### src/rtl/dsec_mem_sequencer.sv
// -----------------------------------------------------------------------------
// dsec_mem_sequencer
//
// Moves one block of words through the DSEC core, one word at a time:
// read a word from the source region, hand it to DSEC, wait for the DSEC
// result, then write that result to the destination region.
//
// Optional feature (compile-time macro TIMEOUT_EN):
//   defined   - a counter runs while waiting for DSEC. After TIMEOUT_CYC
//               cycles without dsec_out_valid the transfer is abandoned:
//               error is set and the done pulse still fires.
//   undefined - DSEC is waited on indefinitely and error stays 0.
//
// Ports:
//   clk, rst         clock (rising edge); asynchronous active-low reset
//   start            one-cycle request, accepted only while idle
//   src_base         source start address, captured on accepted start
//   dst_base         destination start address, captured on accepted start
//   len              number of words, captured on accepted start
//   busy             high from the cycle after accepted start through DONE
//   done             one-cycle pulse at the end of a transfer
//   error            DSEC timeout flag, sticky until the next accepted start
//   mem_address      memory word address (held outside request cycles)
//   mem_w_rn         1 = write, 0 = read (held while mem_go is low)
//   mem_go           one-cycle memory access request
//   mem_wdata        memory write data
//   mem_rdata        memory read data, valid with mem_done on a read
//   mem_done         memory access complete
//   dsec_in_valid    one-cycle strobe qualifying dsec_in_data
//   dsec_in_data     word presented to DSEC
//   dsec_out_valid   DSEC result strobe
//   dsec_out_data    DSEC result word
// -----------------------------------------------------------------------------
module dsec_mem_sequencer #(
  parameter int ADDR_W      = 13,
  parameter int DATA_W      = 16,
  parameter int LEN_W       = 13,
  parameter int TIMEOUT_CYC = 255
) (
  input  logic              clk,
  input  logic              rst,
  input  logic              start,
  input  logic [ADDR_W-1:0] src_base,
  input  logic [ADDR_W-1:0] dst_base,
  input  logic [LEN_W-1:0]  len,
  output logic              busy,
  output logic              done,
  output logic              error,
  output logic [ADDR_W-1:0] mem_address,
  output logic              mem_w_rn,
  output logic              mem_go,
  output logic [DATA_W-1:0] mem_wdata,
  input  logic [DATA_W-1:0] mem_rdata,
  input  logic              mem_done,
  output logic              dsec_in_valid,
  output logic [DATA_W-1:0] dsec_in_data,
  input  logic              dsec_out_valid,
  input  logic [DATA_W-1:0] dsec_out_data
);

  typedef enum logic [2:0] {
    S_IDLE,
    S_RD_REQ,
    S_RD_WAIT,
    S_FEED,
    S_DS_WAIT,
    S_WR_REQ,
    S_WR_WAIT,
    S_DONE
  } state_t;

  state_t            state_q, state_d;
  logic [ADDR_W-1:0] src_q, src_d;
  logic [ADDR_W-1:0] dst_q, dst_d;
  logic [LEN_W-1:0]  len_q, len_d;
  logic [LEN_W-1:0]  index_q, index_d;
  logic [LEN_W-1:0]  index_inc;

  logic              busy_q, busy_d;
  logic              done_q, done_d;
  logic              error_q, error_d;
  logic [ADDR_W-1:0] mem_address_q, mem_address_d;
  logic              mem_w_rn_q, mem_w_rn_d;
  logic              mem_go_q, mem_go_d;
  logic [DATA_W-1:0] mem_wdata_q, mem_wdata_d;
  logic              dsec_in_valid_q, dsec_in_valid_d;
  logic [DATA_W-1:0] dsec_in_data_q, dsec_in_data_d;

`ifdef TIMEOUT_EN
  // Counts completed DS_WAIT cycles; expiry is seen on the TIMEOUT_CYC-th one.
  localparam int TO_W = (TIMEOUT_CYC > 1) ? $clog2(TIMEOUT_CYC) : 1;
  logic [TO_W-1:0] to_cnt_q, to_cnt_d;
  logic            to_expired;
  assign to_expired = (to_cnt_q == TO_W'(TIMEOUT_CYC - 1));
`else
  logic unused_timeout_cfg;
  assign unused_timeout_cfg = (TIMEOUT_CYC != 0);
`endif

  assign index_inc = index_q + LEN_W'(1);

  always_comb begin
    state_d         = state_q;
    src_d           = src_q;
    dst_d           = dst_q;
    len_d           = len_q;
    index_d         = index_q;
    error_d         = error_q;
    mem_address_d   = mem_address_q;
    mem_w_rn_d      = mem_w_rn_q;
    mem_wdata_d     = mem_wdata_q;
    dsec_in_data_d  = dsec_in_data_q;
    mem_go_d        = 1'b0;
    dsec_in_valid_d = 1'b0;
    done_d          = 1'b0;
    busy_d          = 1'b0;
`ifdef TIMEOUT_EN
    to_cnt_d        = '0;
`endif

    // Next-state and captured data.
    unique case (state_q)
      S_IDLE: begin
        if (start) begin
          src_d   = src_base;
          dst_d   = dst_base;
          len_d   = len;
          index_d = '0;
          error_d = 1'b0;
          state_d = (len == '0) ? S_DONE : S_RD_REQ;
        end
      end
      S_RD_REQ: state_d = S_RD_WAIT;
      S_RD_WAIT: begin
        if (mem_done) begin
          dsec_in_data_d = mem_rdata;
          state_d        = S_FEED;
        end
      end
      S_FEED: state_d = S_DS_WAIT;
      S_DS_WAIT: begin
        if (dsec_out_valid) begin
          mem_wdata_d = dsec_out_data;
          state_d     = S_WR_REQ;
        end
`ifdef TIMEOUT_EN
        // Abandon the rest of the block; no write is issued for this word.
        else if (to_expired) begin
          error_d = 1'b1;
          state_d = S_DONE;
        end else begin
          to_cnt_d = to_cnt_q + TO_W'(1);
        end
`endif
      end
      S_WR_REQ: state_d = S_WR_WAIT;
      S_WR_WAIT: begin
        if (mem_done) begin
          index_d = index_inc;
          state_d = (index_inc == len_q) ? S_DONE : S_RD_REQ;
        end
      end
      S_DONE: state_d = S_IDLE;
      default: state_d = S_IDLE;
    endcase

    // Outputs are registered, so they are decoded from the state being entered.
    // Address sums use the _d captures because IDLE->RD_REQ captures them now.
    busy_d = (state_d != S_IDLE);
    unique case (state_d)
      S_RD_REQ: begin
        mem_go_d      = 1'b1;
        mem_w_rn_d    = 1'b0;
        mem_address_d = src_d + ADDR_W'(index_d);
      end
      S_WR_REQ: begin
        mem_go_d      = 1'b1;
        mem_w_rn_d    = 1'b1;
        mem_address_d = dst_d + ADDR_W'(index_d);
      end
      S_FEED:  dsec_in_valid_d = 1'b1;
      S_DONE:  done_d          = 1'b1;
      default: ;
    endcase
  end

  always_ff @(posedge clk or negedge rst) begin
    if (!rst) begin
      state_q         <= S_IDLE;
      index_q         <= '0;
      busy_q          <= 1'b0;
      done_q          <= 1'b0;
      error_q         <= 1'b0;
      mem_address_q   <= '0;
      mem_w_rn_q      <= 1'b0;
      mem_go_q        <= 1'b0;
      mem_wdata_q     <= '0;
      dsec_in_valid_q <= 1'b0;
      dsec_in_data_q  <= '0;
`ifdef TIMEOUT_EN
      to_cnt_q        <= '0;
`endif
    end else begin
      state_q         <= state_d;
      index_q         <= index_d;
      busy_q          <= busy_d;
      done_q          <= done_d;
      error_q         <= error_d;
      mem_address_q   <= mem_address_d;
      mem_w_rn_q      <= mem_w_rn_d;
      mem_go_q        <= mem_go_d;
      mem_wdata_q     <= mem_wdata_d;
      dsec_in_valid_q <= dsec_in_valid_d;
      dsec_in_data_q  <= dsec_in_data_d;
`ifdef TIMEOUT_EN
      to_cnt_q        <= to_cnt_d;
`endif
    end
  end

  // Transfer parameters are only meaningful after a start captures them.
  always_ff @(posedge clk) begin
    src_q <= src_d;
    dst_q <= dst_d;
    len_q <= len_d;
  end

  assign busy          = busy_q;
  assign done          = done_q;
  assign error         = error_q;
  assign mem_address   = mem_address_q;
  assign mem_w_rn      = mem_w_rn_q;
  assign mem_go        = mem_go_q;
  assign mem_wdata     = mem_wdata_q;
  assign dsec_in_valid = dsec_in_valid_q;
  assign dsec_in_data  = dsec_in_data_q;

endmodule

### config.mk
export PLATFORM = sky130hd
export DESIGN_NAME = dsec_mem_sequencer
export DESIGN_NICKNAME = d
export VERILOG_FILES = /design/src/rtl/dsec_mem_sequencer.sv
export SDC_FILE = /design/constraint.sdc
export NUM_CORES = 1
export LEC_CHECK = 0
export CAP_MARGIN = 20
export CELL_PAD_IN_SITES_DETAIL_PLACEMENT = 0
export CELL_PAD_IN_SITES_GLOBAL_PLACEMENT = 1
export CORE_MARGIN = 2
export CORE_UTILIZATION = 35
export DETAILED_ROUTE_END_ITERATION = 7
export PLACE_DENSITY = 0.87
export SYNTH_ARGS = -nofsm -noshare
export SYNTH_HDL_FRONTEND = slang
export SYNTH_SLANG_ARGS = --single-unit
### constraint.sdc
create_clock -name clk -period 4.06 [get_ports clk]
set_input_delay 1.015 -clock clk [delete_from_list [all_inputs] [get_ports clk]]
set_output_delay 1.015 -clock clk [all_outputs]
set_load 0.05 [all_outputs]
; After elaboration in Yosys (flattened, before gate mapping)
; Cells that the tools add are included.
[word_totals]
ram_bits = 0
mem_count = 0
latch_bits = 0
register_bits = 105
in_bits = 76
output_inout_bits = 51
mem_bits_ro = 0
[op_classes]
add_sub_neg = 3
reduce_logical = 8
bitwise_logic = 0
n_div = 0
n_eq_ne = 12
n_shift = 0
muxes = 19
order_cmp = 0
multipliers = 0
[ops]
columns = op, count
row1 = $mux W13, 6
row2 = $pmux W13 S2, 2
row3 = $add A13 B13 Y13, 2
row4 = $pmux W3 S8, 1
row5 = $eq A3 B3 Y1 const B, 6
row6 = $mux W3, 6
row7 = $add A13 B1 Y13 const B, 1
row8 = $eq A13 B13 Y1, 1
row9 = $logic_not A13 Y1, 1
row10 = $eq A3 B2 Y1 const B, 3
row11 = $eq A3 B1 Y1 const B, 2
row12 = $reduce_and A2 Y1, 3
row13 = $logic_not A3 Y1, 1
row14 = $mux W1, 3
row15 = $reduce_bool A3 Y1, 1
row16 = $pmux W1 S2, 1
row17 = $reduce_bool A2 Y1, 1
row18 = $reduce_or A2 Y1, 1

; Logic depth before layout (Yosys ltp)
; Gate-level depths: netlist of the first run.
[depth]
depth_word = 8
ltp_mapped = 17
mapped_depth_nobuf = 15

; Worst setup path before layout of the first run
; No wires, ideal clock.
[synth_timing]
path_type = input to register
startpoint = in start
endpoint = reg mem_address_q[10], in the netlist mem_address[10]
setup_time_ns = 0.125
slack_ns = -0.796
n_path_buf = 1
cell_stages = 15
arrival_time_ns = 4.731
path_cell_list = nand2b_1 > nor3_2 > clkbuf_1 > mux2_2 > mux2_2 > ha_1 > fa_1 > a21oi_1 > o211ai_1 > a31oi_1 > nor2b_1 > o21ai_0 > nor2b_1 > xnor2_1 > mux2_4
[synth_via]
elab_chain_len = 4
[synth_lines]
columns = element, line
row1 = start: declaration, 42  ; input logic start,
row2 = $mux W13, 124  ; if (start) begin
row3 = $mux W13, 122  ; unique case (state_q)
row4 = net src_d[0], 73  ; logic [ADDR_W-1:0] src_q, src_d;
row5 = $add A13 B13 Y13, 174  ; mem_address_d = src_d + ADDR_W'(index_d);
row6 = $pmux W13 S2, 170  ; unique case (state_d)
row7 = end signal: assignment, 209  ; mem_address_q <= mem_address_d;
row8 = end: declaration, 82  ; logic [ADDR_W-1:0] mem_address_q, mem_address_d;
; The timed path passes the listed nets, and every way through them passes these cells.
; A chain may end at the register's enable or synchronous reset.

; Final worst setup path of the first run
[layout_timing]
startpoint = in start
endpoint = reg mem_address_q[12], in the netlist mem_address[12]
[layout_via]
elab_chain_len = 4
[layout_lines]
columns = element, line
row1 = $mux W13, 124
row2 = $mux W13, 122
row3 = net dst_d[0], 74  ; logic [ADDR_W-1:0] dst_q, dst_d;
row4 = $add A13 B13 Y13, 179  ; mem_address_d = dst_d + ADDR_W'(index_d);
row5 = $pmux W13 S2, 170
; The timed path passes the listed nets, and every way through them passes these cells.

==> results of run 1 <==
final cells by class:
cell class	instances	area, µm²
Fill cell	1229	6930
Sequential cell	105	2560
Multi-Input combinational cell	288	2370
Timing Repair Buffer	160	1530
Clock buffer	13	272
Tap cell	180	225
Inverter	7	26.3
Clock inverter	3	21.3
logic make-up after synthesis:
group / synth area share
DFF: 0.512
and+or+nand+nor: 0.101
muxes: 0.199
AOI/OAI and AO/OA: 0.0775
xor gates and xnor gates: 0.0490
buffers and inverters: 0.0250
adders and majority gates: 0.0365
other: 0.000749
stage by stage:
step / area, µm² / hold slack [ns]
finish: 7010 / 0.474
global route: 7010 / 0.484
CTS: 7000 / 0.476
detailed placement: 6690 / 0.460
global placement: 6690 / 0.453
floorplan: 5070 / 0.446
state kept, by name, summed over array words and instances, names as in the netlist:
register	count
mem_wdata	16
dst_q	13
dsec_in_data	16
src_q	13
dsec_in_valid	1
index_q	13
mem_address	13
len_q	13
mem_w_rn	1
busy	1
mem_go	1
done	1
state_q	3
layer usage:
layer / global-route usage / routed length, µm / vias to the layer above / part of all wire
met4: 0.0710 / 266 / 0 / 0.023
met5: 0 / 0 / - / 0
met3: 0.0554 / 923 / 20 / 0.080
met2: 0.259 / 5560 / 128 / 0.48
li1: - / - / 1817 / -
met1: 0.192 / 4790 / 1785 / 0.41
synthesized netlist by cell type (2+ instances only):
cell and count:
or3_1 3, nor2_1 23, nor4_1 2, clkbuf_2 2
a211oi_1 2, clkbuf_1 13, nand4_1 7, mux2_4 8
dfxtp_1 26, and2_1 3, mux2_2 75, edfxtp_1 13
and4_1 2, a21oi_1 11, nor3_1 11, nand2_1 18
o211ai_1 6, buf_4 2, nor3_2 2, buf_2 2
o31ai_1 5, dfrtp_1 66, inv_1 7, xor2_1 8
ha_1 13, nor2b_1 6, a31oi_1 5, mux2i_1 3
xnor2_1 20, o21ai_0 25, nand3_1 10
path summary, 6_finish.rpt:
path / startpoint / to
setup / recovery: start / mem_address[12]$_DFFE_PN0P_
setup reg to reg: state_q[0]$_DFF_PN0_ / mem_address[12]$_DFFE_PN0P_
min in group asynchronous: rst / mem_wdata[2]$_DFFE_PN0P_
max in group asynchronous: rst / index_q[6]$_DFF_PN0_
hold reg to reg: dst_q[8]$_DFF_P_ / dst_q[8]$_DFF_P_
hold / removal: dst_q[8]$_DFF_P_ / dst_q[8]$_DFF_P_
report_power, final:
group	internal [mW]	switching, mW
logic	1.35	1.64
clock network	0.472	0.375
registers	1.50	0.228
repair_timing:
item                                    CTS  global route
resized for setup                         2             2
gates cloned                              0             0
pin swaps                                 4             1
hold buffers                              0             0
endpoints found under the setup margin    4             5
buffers inserted                          2             0
==> metrics.md, run 1 <==
| Metric | Value |
|---|---|
| Setup Viol. Count Final | `0` |
| Total grt overflow | `0` |
| DR pass1 iterations | `4` |
| Core box area | `13900 µm²` |
| Rel. slew slack | `0.315` |
| Routed WL | `11500 µm` |
| Final Skew | `0.00845 ns` |
| Critical Path RT | `4.29 ns` |
| Reg2Reg Depth | `14` |
| DR DRC count | `0` |
| Root buffer cell | `clkbuf_16` |
| Drt initial violations | `103` |
| Mapped Nets | `511` |
| R2R setup slack | `0.57 ns` |
| Post-DRT Antenna Nets | `0` |
| CP max FO | `3` |
| CTS Buf Count | `9` |
| Final Max Slew Viols | `0` |
| Slowest stage delay, CP | `0.36 ns` |
| Setup WS post-layout | `0.180 ns` |
| Most used cell, CP | `mux2_4` |
| Max stage delay cell, worst path | `fa_2` |
| Die width | `124 µm` |
| H-tree depth | `3` |
| WP depth | `16` |
| Hold crit path type | `reg2reg` |
| Dominant cell type by area after synthesis | `dfrtp_1` |
| Placer's final routability congestion estimate | `0.808` |
| Post-synth top area share | `0.330` |
| Critical path startpoint category | `input port` |
| Final Hold Viols | `0` |
| # rows | `43` |
| Vias in the first global route | `3890` |
| N_diodes | `0` |
| Buf/Inv on CP | `2` |
| # placed instances | `738` |
| Post-route minimum period | `3.88 ns` |
| Worst setup EP type | `flop` |
| Setup TNS | `0 ns` |
| #FFs+latches synth | `105` |
| Commonest non-fill, non-tap cell in the layout | `clkdlybuf4s50_1` |
| Synth area leaders | `dfrtp_1 (33%), mux2_2 (17%), dfxtp_1 (10%)` |
| Tot GR Track Use | `0.160` |
| Die area | `15300 µm²` |
| Wire length per cell | `15.3 µm` |
| NumNets Final | `661` |
| Vias after detailed routing | `3750` |
| Post-Syn Instances | `421` |
| Clock Tree Buf Depth | `2` |
| PortBufs | `125` |
| Place WS | `-0.511 ns` |
| Clock sinks | `105` |
| Synth async-reset ratio | `0.629` |
| Unique cell type count in the Yosys netlist | `53` |
| Most frequent cells in the layout | `clkdlybuf4s50_1 (123), mux2_2 (73), dfrtp_1 (66)` |
| Layout Cells excl Fill | `756` |
| Outcome | `completed` |
| Syn_area_per_cell | `11.9 µm²` |
| Layout cells sized above 1 | `0.257` |
| Synth-to-Final Area Change | `40.0%` |
| Avg Vias per Cell | `4.96` |
| Largest net degree at the start of global routing | `67` |
| Worst Hold Depth | `1` |
| RSZ-0062 raised after global routing | `false` |
| Post-Syn Area | `5000 µm²` |
| Ports | `127` |
| Fmax achieved | `0.258 GHz` |
| Die Height | `124 µm` |
| Fin util | `0.503` |
| Clock Latency Late Sink | `0.35 ns` |
| Max-cap viol count | `0` |
| Post-synth EDFFs | `13` |
| Lkg Pwr | `2.81 nW` |
| Setup CP Type | `in2reg` |
| Worst vdd ir | `0.474 mV` |
| Overall power | `5.56 mW` |
| Antenna violations before repair | `0` |
| Clock Pin Slew Worst Setup and Hold Paths | `0.07 ns` |
| Final period utilization | `0.956` |
| Crit path max-delay family | `multiplexers` |
| Worst slew pin tran | `1.02 ns` |
| Post-DP HPWL | `8840 µm` |
| Sequential element share of the synthesized area | `0.512` |
| Syn. warnings | `0` |
| CTS tree | `done` |
| Starting Density | `0.359` |
| CP Cell Sequence | `dlygate4sd2_1 > nand2b_4 > nor3_4 > buf_4 > mux2_2 > mux2_4 > ha_4 > fa_2 > a21oi_2 > o211ai_1 > a31oi_1 > nor2b_1 > o21ai_1 > a21oi_1 > xnor2_1 > mux2_4` |
| First-pass GRT wire length | `18800 µm` |
| Most used flip-flop cell after synthesis | `dfrtp_1` |
| CP Data Arrival Time | `4.11 ns` |
| PwrDens | `794 nW/µm²` |
Note: power is estimated with default switching activity, not from simulation.
==> run 2, diff against run 1 <==
==> constraint.sdc (replaced) <==
create_clock -name clk -period 4.06 [get_ports clk]
set_input_delay 0.812 -clock clk [delete_from_list [all_inputs] [get_ports clk]]
set_output_delay 0.812 -clock clk [all_outputs]
set_load 0.05 [all_outputs]
==> metrics.md, run 2 (synthesis gave the netlist of run 1 again) <==
| Metric | Value |
|---|---|
| Root buffer cell | `clkbuf_16` |
| FF-to-FF Start | `state_q[2]$_DFF_PN0_` |
| # rows | `43` |
| Final Max Slew Viols | `0` |
| Critical path startpoint category | `input port` |
| CTS Buf Count | `9` |
| Final period utilization | `0.967` |
| Clock Tree Buf Depth | `2` |
| GR Util met2 | `0.280` |
| Synth-to-Final Area Change | `42.1%` |
| Overall power | `5.73 mW` |
| Met3 usage | `0.0737` |
| Die width | `124 µm` |
| DR pass1 iterations | `4` |
| Ports | `127` |
| Clock Latency Late Sink | `0.35 ns` |
| PwrDens | `806 nW/µm²` |
| Commonest non-fill, non-tap cell in the layout | `clkdlybuf4s50_1` |
| Avg Vias per Cell | `5.04` |
| Post-route minimum period | `3.93 ns` |
| Core box area | `13900 µm²` |
| Lkg Pwr | `2.85 nW` |
| Vias in the first global route | `4082` |
| Die Height | `124 µm` |
| First-pass GRT wire length | `19800 µm` |
| Routed WL | `12400 µm` |
| Reg2Reg Depth | `14` |
| Gr busiest metal | `met2` |
| Setup CP Type | `in2reg` |
| Worst setup EP type | `flop` |
| Hold slack | `0.279 ns` |
| NumNets Final | `664` |
| Worst slew pin tran | `0.580 ns` |
| Hold crit path type | `in2async` |
| Die area | `15300 µm²` |
| Outcome | `completed` |
| CP Data Arrival Time | `4.16 ns` |
| R2r endpoint | `mem_address[10]$_DFFE_PN0P_` |
| Hold_buf cts | `0` |
| Met1 Use GR | `0.195` |
| Total grt overflow | `0` |
| Rel. slew slack | `0.610` |
| Fin util | `0.510` |
| Largest net degree at the start of global routing | `43` |
| Post-DRT Antenna Nets | `0` |
| Fmax achieved | `0.255 GHz` |
| Final Hold Viols | `0` |
| Setup TNS | `0 ns` |
| N_diodes | `0` |
| Tot GR Track Use | `0.170` |
| PortBufs | `125` |
| Layout cells sized above 1 | `0.263` |
| Critical Path RT | `4.29 ns` |
| Antenna violations before repair | `0` |
| Starting Density | `0.359` |
| Most frequent cells in the layout | `clkdlybuf4s50_1 (124), mux2_2 (71), dfrtp_1 (66)` |
| Wire length per cell | `16.3 µm` |
| Drt initial violations | `99` |
| Worst vdd ir | `0.487 mV` |
| Vias after detailed routing | `3827` |
| RSZ-0062 raised after global routing | `true` |
| CP max FO | `7` |
| DR DRC count | `0` |
| H-tree depth | `3` |
| R2R setup slack | `0.53 ns` |
| CTS tree | `done` |
| Clock sinks | `105` |
| Placer's final routability congestion estimate | `0.832` |
| Post-DP HPWL | `9440 µm` |
| Setup Viol. Count Final | `0` |
| Final Skew | `0.00749 ns` |
| Max-cap viol count | `0` |
| Clock Pin Slew Worst Setup and Hold Paths | `0.07 ns` |
run 2: cell types whose count changed in the layout (fill, tap and decap cells not counted), moves of 2 or more:
cell / before / now
buf_12: 1 / 3
buf_4: 32 / 34
ha_1: 12 / 10
ha_2: 0 / 2
mux2_2: 73 / 71
mux2_4: 10 / 12
run 2: area by class of cell:
class                   instances  area [µm²]
flip-flops and latches        105        2560
well taps                     180         225
repair buffers                163        1570
inverters                       7        26.3
multi-input cells             288        2390
fillers                      1193        6830
clock buffers                  14         297
clock inverters                 2        38.8
run 2: stage by stage:
| step | cell area, µm² | instances | setup WS, ns |
|---|---|---|---|
| after floorplan | 5030 | 421 | 0.0498 |
| after global placement | 6680 | 739 | -0.245 |
| after detailed placement | 6680 | 739 | -0.346 |
| after CTS | 7020 | 755 | 0.0273 |
| after global routing | 7110 | 759 | -0.0223 |
| final | 7110 | 759 | 0.133 |
run 2: how the worst max path moves through the flow:
stage                     start                          end  slack, ns
after CTS                 start  mem_address[11]$_DFFE_PN0P_       0.03
final                     start  mem_address[10]$_DFFE_PN0P_       0.13
after floorplan           start  mem_address[10]$_DFFE_PN0P_       0.05
after detailed placement  start  mem_address[11]$_DFFE_PN0P_      -0.35
after global routing      start  mem_address[10]$_DFFE_PN0P_      -0.02
after global placement    start  mem_address[11]$_DFFE_PN0P_      -0.25
run 2: report_power, final:
group / leakage (nW) / switching (mW) / internal (mW)
registers: 1.16 / 0.230 / 1.50
logic: 1.53 / 1.67 / 1.37
clock network: 0.164 / 0.385 / 0.573
run 2: per-layer routing:
layer	vias to the layer above	part of all wire
met2	137	0.48
met1	1855	0.40
met4	0	0.019
met5	-	0
li1	1819	-
met3	16	0.097
run 2: worst max-delay path, cell delays in order:
cell             delay, ns
clkdlybuf4s50_1       0.49
nand2b_1              0.11
nor3_4                0.25
buf_6                 0.19
mux2_2                0.35
mux2_4                0.29
fa_2                  0.38
a21oi_4               0.16
o211ai_1              0.12
a31oi_1               0.25
nor2b_1               0.07
o21ai_1               0.17
nor2b_2               0.18
xnor2_1               0.08
mux2_4                0.25
run 2: timing repair:
item | in CTS | in global routing
setup buffers | 0 | 3
resized for setup | 0 | 11
endpoints found under the setup margin | 0 | 4
==> run 3, diff against run 2 <==
Settings changed: CTS_CLUSTER_DIAMETER set to 30.
==> results of run 3 <==
No change in the layout: final DEF, timing and power equal those of run 2.
